## config.mk

```make
export PLATFORM = sky130hd
export DESIGN_NAME = movem_sequencer
export DESIGN_NICKNAME = d
export VERILOG_FILES = /design/src/rtl/v68k_pkg.sv /design/src/rtl/mask_priority_encoder.sv /design/src/rtl/movem_sequencer.sv
export SDC_FILE = /design/constraint.sdc
export NUM_CORES = 1
export LEC_CHECK = 0
export ABC_AREA = 0
export BUFFER_PORTS_ARGS = -buffer_cell sky130_fd_sc_hd__buf_4
export CAP_MARGIN = 20
export CORE_MARGIN = 5
export CORE_UTILIZATION = 35
export CTS_CLUSTER_DIAMETER = 150
export DETAILED_ROUTE_END_ITERATION = 16
export GPL_ROUTABILITY_DRIVEN = 0
export HOLD_SLACK_MARGIN = 0.03
export PLACE_DENSITY_LB_ADDON = 0.15
export SLEW_MARGIN = 5
export SYNTH_ARGS = -nofsm -noshare
export SYNTH_HDL_FRONTEND = slang
export SYNTH_SLANG_ARGS = --single-unit
```

## constraint.sdc

```tcl
create_clock -name clk -period 5.7 [get_ports clk]
set_input_delay 1.14 -clock clk [delete_from_list [all_inputs] [get_ports clk]]
set_output_delay 1.14 -clock clk [all_outputs]
set_load 0.02 [all_outputs]
```

## src/rtl/v68k_pkg.sv

```systemverilog
// Shared definitions for the 68k-style datapath blocks: FSM encodings,
// register-index constants and transfer size steps.
package v68k_pkg;

    typedef logic [1:0] state_t;

    localparam state_t ST_IDLE = 2'd0;
    localparam state_t ST_XFER = 2'd1;
    localparam state_t ST_DONE = 2'd2;

    // Register indices: bit 3 selects the address bank
    localparam logic [3:0] REG_D0 = 4'd0;
    localparam logic [3:0] REG_D1 = 4'd1;
    localparam logic [3:0] REG_D2 = 4'd2;
    localparam logic [3:0] REG_D3 = 4'd3;
    localparam logic [3:0] REG_D4 = 4'd4;
    localparam logic [3:0] REG_D5 = 4'd5;
    localparam logic [3:0] REG_D6 = 4'd6;
    localparam logic [3:0] REG_D7 = 4'd7;
    localparam logic [3:0] REG_A0 = 4'd8;
    localparam logic [3:0] REG_A1 = 4'd9;
    localparam logic [3:0] REG_A2 = 4'd10;
    localparam logic [3:0] REG_A3 = 4'd11;
    localparam logic [3:0] REG_A4 = 4'd12;
    localparam logic [3:0] REG_A5 = 4'd13;
    localparam logic [3:0] REG_A6 = 4'd14;
    localparam logic [3:0] REG_A7 = 4'd15;

    localparam int WORD_STEP = 2;
    localparam int LONG_STEP = 4;

endpackage

```

## src/rtl/mask_priority_encoder.sv

```systemverilog
// Picks the next register from a pending mask: lowest set bit for ascending
// scans, highest set bit for predecrement (descending) scans.
module mask_priority_encoder
    import v68k_pkg::*;
(
    input  logic [15:0] pend,
    input  logic        descending,
    output logic [3:0]  idx,
    output logic        any
);

    // Later loop iterations override earlier ones, so scan order decides priority
    always_comb begin
        idx = REG_D0;
        any = |pend;
        if (descending) begin
            for (int i = 0; i < 16; i++) begin
                if (pend[i]) idx = i[3:0];
                else         idx = idx;
            end
        end else begin
            for (int i = 15; i >= 0; i--) begin
                if (pend[i]) idx = i[3:0];
                else         idx = idx;
            end
        end
    end

endmodule

```

## src/rtl/movem_sequencer.sv

```systemverilog
// MOVEM transfer engine: walks a register mask and moves one register per
// memory handshake, in either direction, with optional predecrement addressing.
module movem_sequencer
    import v68k_pkg::*;
#(
    parameter int ADDR_W = 32,
    parameter int DATA_W = 32
) (
    input  logic              clk,
    input  logic              rst_n,
    input  logic              start,
    input  logic [15:0]       mask,
    input  logic              dir,
    input  logic              predec,
    input  logic              size,
    input  logic [ADDR_W-1:0] base_addr,
    output logic              busy,
    output logic              done,
    output logic [ADDR_W-1:0] final_addr,
    output logic [3:0]        reg_sel,
    output logic              reg_we,
    output logic [DATA_W-1:0] reg_wdata,
    input  logic [DATA_W-1:0] reg_rdata,
    output logic              mem_req,
    output logic              mem_we,
    output logic [ADDR_W-1:0] mem_addr,
    output logic [DATA_W-1:0] mem_wdata,
    input  logic [DATA_W-1:0] mem_rdata,
    input  logic              mem_ack
);

    state_t              state_r;
    logic [15:0]         pend_r;
    logic [ADDR_W-1:0]   addr_r;
    logic [ADDR_W-1:0]   final_addr_r;
    logic                dir_r;
    logic                predec_r;
    logic                size_r;

    logic [3:0]          idx_s;
    logic                any_s;
    logic                xfer_s;
    logic                ack_s;
    logic [15:0]         pend_next_s;
    logic [ADDR_W-1:0]   step_s;
    logic [ADDR_W-1:0]   start_step_s;
    logic [ADDR_W-1:0]   addr_next_s;

    mask_priority_encoder u_prio (
        .pend       (pend_r),
        .descending (predec_r),
        .idx        (idx_s),
        .any        (any_s)
    );

    assign xfer_s       = (state_r == ST_XFER) && any_s;
    assign ack_s        = xfer_s && mem_ack;
    assign pend_next_s  = pend_r & ~(16'd1 << idx_s);
    assign step_s       = size_r ? ADDR_W'(LONG_STEP) : ADDR_W'(WORD_STEP);
    assign start_step_s = size ? ADDR_W'(LONG_STEP) : ADDR_W'(WORD_STEP);
    assign addr_next_s  = predec_r ? (addr_r - step_s) : (addr_r + step_s);

    // Sequencer state, captured operands and address walk
    always_ff @(posedge clk or negedge rst_n) begin
        if (!rst_n) begin
            state_r      <= ST_IDLE;
            pend_r       <= 16'd0;
            addr_r       <= '0;
            final_addr_r <= '0;
            dir_r        <= 1'b0;
            predec_r     <= 1'b0;
            size_r       <= 1'b0;
        end else begin
            case (state_r)
                ST_IDLE: begin
                    if (start) begin
                        pend_r   <= mask;
                        dir_r    <= dir;
                        predec_r <= predec;
                        size_r   <= size;
                        if (mask == 16'd0) begin
                            addr_r       <= base_addr;
                            final_addr_r <= base_addr;
                            state_r      <= ST_DONE;
                        end else begin
                            addr_r  <= predec ? (base_addr - start_step_s) : base_addr;
                            state_r <= ST_XFER;
                        end
                    end else begin
                        state_r <= ST_IDLE;
                    end
                end
                ST_XFER: begin
                    if (ack_s) begin
                        pend_r <= pend_next_s;
                        addr_r <= addr_next_s;
                        // Predecrement leaves An at the last address used
                        if (pend_next_s == 16'd0) begin
                            final_addr_r <= predec_r ? addr_r : addr_next_s;
                            state_r      <= ST_DONE;
                        end else begin
                            state_r <= ST_XFER;
                        end
                    end else begin
                        state_r <= ST_XFER;
                    end
                end
                ST_DONE: state_r <= ST_IDLE;
                default: state_r <= ST_IDLE;
            endcase
        end
    end

    assign busy       = (state_r != ST_IDLE);
    assign done       = (state_r == ST_DONE);
    assign final_addr = final_addr_r;
    assign reg_sel    = idx_s;
    assign mem_req    = xfer_s;
    assign mem_we     = xfer_s && !dir_r;
    assign mem_addr   = addr_r;
    assign reg_we     = ack_s && dir_r;

    // Word loads sign-extend into the register; word stores zero-extend onto the bus
    assign reg_wdata = !reg_we ? '0 :
                       size_r  ? mem_rdata :
                                 {{(DATA_W-16){mem_rdata[15]}}, mem_rdata[15:0]};
    assign mem_wdata = !xfer_s ? '0 :
                       size_r  ? reg_rdata :
                                 {{(DATA_W-16){1'b0}}, reg_rdata[15:0]};

endmodule

```

==> flow_summary_export.csv <==
group,metric,value,unit
cts,cts_tree,"yes",
sta,max_slew_margin,24.6,%
flow_run,cap_violations,0,
cts,h-tree-depth,3,
synth,synth_edf_count,0,
synth,ys_seq_elements,85,
cts,clk_latency,0.36,ns
layout,nets,1358,
floorplan,dieHeight,158,microns
synth,yosys_warnings,0,
grt,grt_usage,21.5,%
synth,ys_types,72,
floorplan,ioPinCount,256,
synth,yosys.area.top_type_share,27.9,%
pwr,power.leakage,4.65,nW
synth,synthCells,989,
cts,cts_buffers,9,
pwr,p_int,3.25,mW
sta,slew_violations,0,
pwr,power_frac_seq,18.0,%
routing,firstDrtPassIters,5,
sta,tightest_slew,1.12,ns
floorplan,rows,54,
grt,grt_pass1_wl,42600,microns
synth,ys_seq_area_share,27.9,%
grt,antenna_found_initial,0,
routing,drtIter0Drc,586,
sta,tns,0,ns
pwr,comb_power_share,73.5,%
sta,finalCriticalPeriod,4.98,ns
sta,clock_skew,0.00975,ns
outcome,outcome,"completed",
routing,ant_nets,0,
worst_hold_path,hold_class,"register to register",
layout,postLayoutCellArea,10000,sq um
cts,cts-resized-gates,0,
cts,clock_sinks,85,
place,place_area,9710,sq um
sta,rsz0062_at_grt,"false",
setup_path,crit_path_start_kind,"register",
cts,cts_hold_buf,0,
floorplan,die_area,24900,sq um
cts,clockBufferDepth,2,
layout,synthToLayoutAreaGrowth,31.0,%
routing,wl_per_cell,19.0,microns
sta,setup_violations,0,
layout,layout-drive-gt1-share,25.5,%
pwr,irDropWorstVdd,244,uV
pwr,power.switching,3.69,mW
synth,netlist_area,7630,sq um
grt,grt_max_degree,73,
sta,whs,0.489,ns
sta,fmax,201,MHz
layout,fillers,2229,
place,dp_hpwl,21000,microns
routing,vias_per_cell,5.48,
sta,post-route-period-util,87.4,%
synth,synth.net_count,1142,
synth,yosys.area.top_type,"dfrtp_1",
synth,syn_area_per_cell,7.71,sq um
setup_path,cp.required,4.56,ns
pwr,p_sw_share,53.2,%
pwr,p_per_area,694,nW/um^2
layout,diodes,0,
routing,drc,0,
pwr,share_clk_of_total_power,8.4,%
floorplan,start_util,35.3,%
cts,cts-root-buf,"clkbuf_16",
setup_path,path_max_fanout,36,
cts,post_cts_buffers,0,
grt,grt_pass1_vias,7549,
place,portBuffers,255,
floorplan,core_area,21600,sq um
floorplan,die_w,158,microns
cts,cts.clk_slew.worst_paths,0.07,ns
synth,synthFlopType,"dfrtp_1",
setup_path,crit_type,"register to output port",
synth,synthTopCellsByArea,"dfrtp_1, nand2_1, a21oi_1",
setup_path,endpoint_kind,"output port",
sta,hold_viol,0,
routing,routed_wl,28300,microns
synth,async_flop_share,100,%
setup_path,arrival,3.84,ns
grt,grt_overflow_total,0,
routing,vias,8168,
-- cells in the mapped netlist (23+ instances only) --
library cell / n
a21oi_1: 83
and2_1: 37
and3_1: 23
clkbuf_1: 48
dfrtp_1: 85
ha_1: 33
inv_1: 29
nand2_1: 128
nor2_1: 69
nor3_1: 26
nor4_1: 25
o21ai_0: 83
xnor2_1: 24
-- layout by cell type, fill, tap and decap left out, drive strengths merged, types with 28 or more instances in the layout --
master / count
nor4: 28
nand2: 128
o21ai: 85
inv: 35
ha: 33
buf: 266
dfrtp: 85
and2: 38
a21oi: 83
nor2: 69
-- layer usage --
metal	routed length [microns]	global-route usage (%)
met1	13400	31.7
met5	0	0
met2	12800	32.8
met3	1590	3.39
met4	463	5.53
-- cell type report --
cell class                 instances  area [sq um]  area share, %
clock buffer                      10           239           2.39
clock inverter                     6          46.3          0.463
inverter                          33           124           1.24
multi-input combinational        810          5110           51.1
sequential                        85          2130           21.3
tap                              280           350           3.50
timing repair buffer             266          2000           20.0
-- path summary, 6_finish.rpt --
kind | startpoint | to | slack [ns] | cells after the start
min in group asynchronous | rst_n | mem_addr[16] | 0.81 | 1
setup / recovery | pend_r[9] | reg_wdata[8] | 0.72 | 8
setup reg to reg | pend_r[4] | final_addr[19] | 1.27 | 11
hold reg to reg | final_addr[2] | final_addr[2] | 0.49 | 1
hold / removal | final_addr[2] | final_addr[2] | 0.49 | 1
max in group asynchronous | rst_n | predec_r | 3.88 | 2
-- critical path, stage by stage (launching register included) --
cell     delay [ns]
dfrtp_1        0.45
nor4_1         0.95
a41oi_2        0.21
buf_4          0.28
and2_0         0.33
nand2_1        0.50
inv_1          0.33
and2_1         0.26
buf_4          0.15
-- power groups by stage --
stage | Sequential, mW | Clock (mW) | Combinational, mW
after floorplan | 1.36 | 0 | 3.38
after global placement | 1.25 | 0 | 5.04
after detailed placement | 1.25 | 0 | 5.05
after CTS | 1.25 | 0.606 | 5.08
after global routing | 1.30 | 0.628 | 5.62
final | 1.25 | 0.586 | 5.10
-- per-stage QoR --
step                power, mW  cells  worst slack, ns  util (%)
finish                   6.94   1490            0.719      46.2
global route             7.54   1490            0.431      46.2
CTS                      6.93   1490            0.748      46.2
detailed placement       6.30   1474             1.14      44.9
global placement         6.29   1474             1.21      44.9
floorplan                4.74    989             1.28         -
-- logic make-up after synthesis --
kind of cell	count (synthesis)	share of synthesized area, %
AO/OA/AOI/OAI	297	24.6
XOR/XNOR	46	5.28
adder cells (fa/ha/maj)	34	5.67
buffers and inverters	94	5.36
flip-flops	85	27.9
multiplexers	40	5.62
AND/OR/NAND/NOR	393	25.6
-- flip-flops by register name, summed over array words and instances, names as in the netlist --
name        cells
state_r         2
mem_addr       32
predec_r        1
dir_r           1
final_addr     32
pend_r         16
size_r          1
Note: power is estimated with default switching activity, not from simulation.
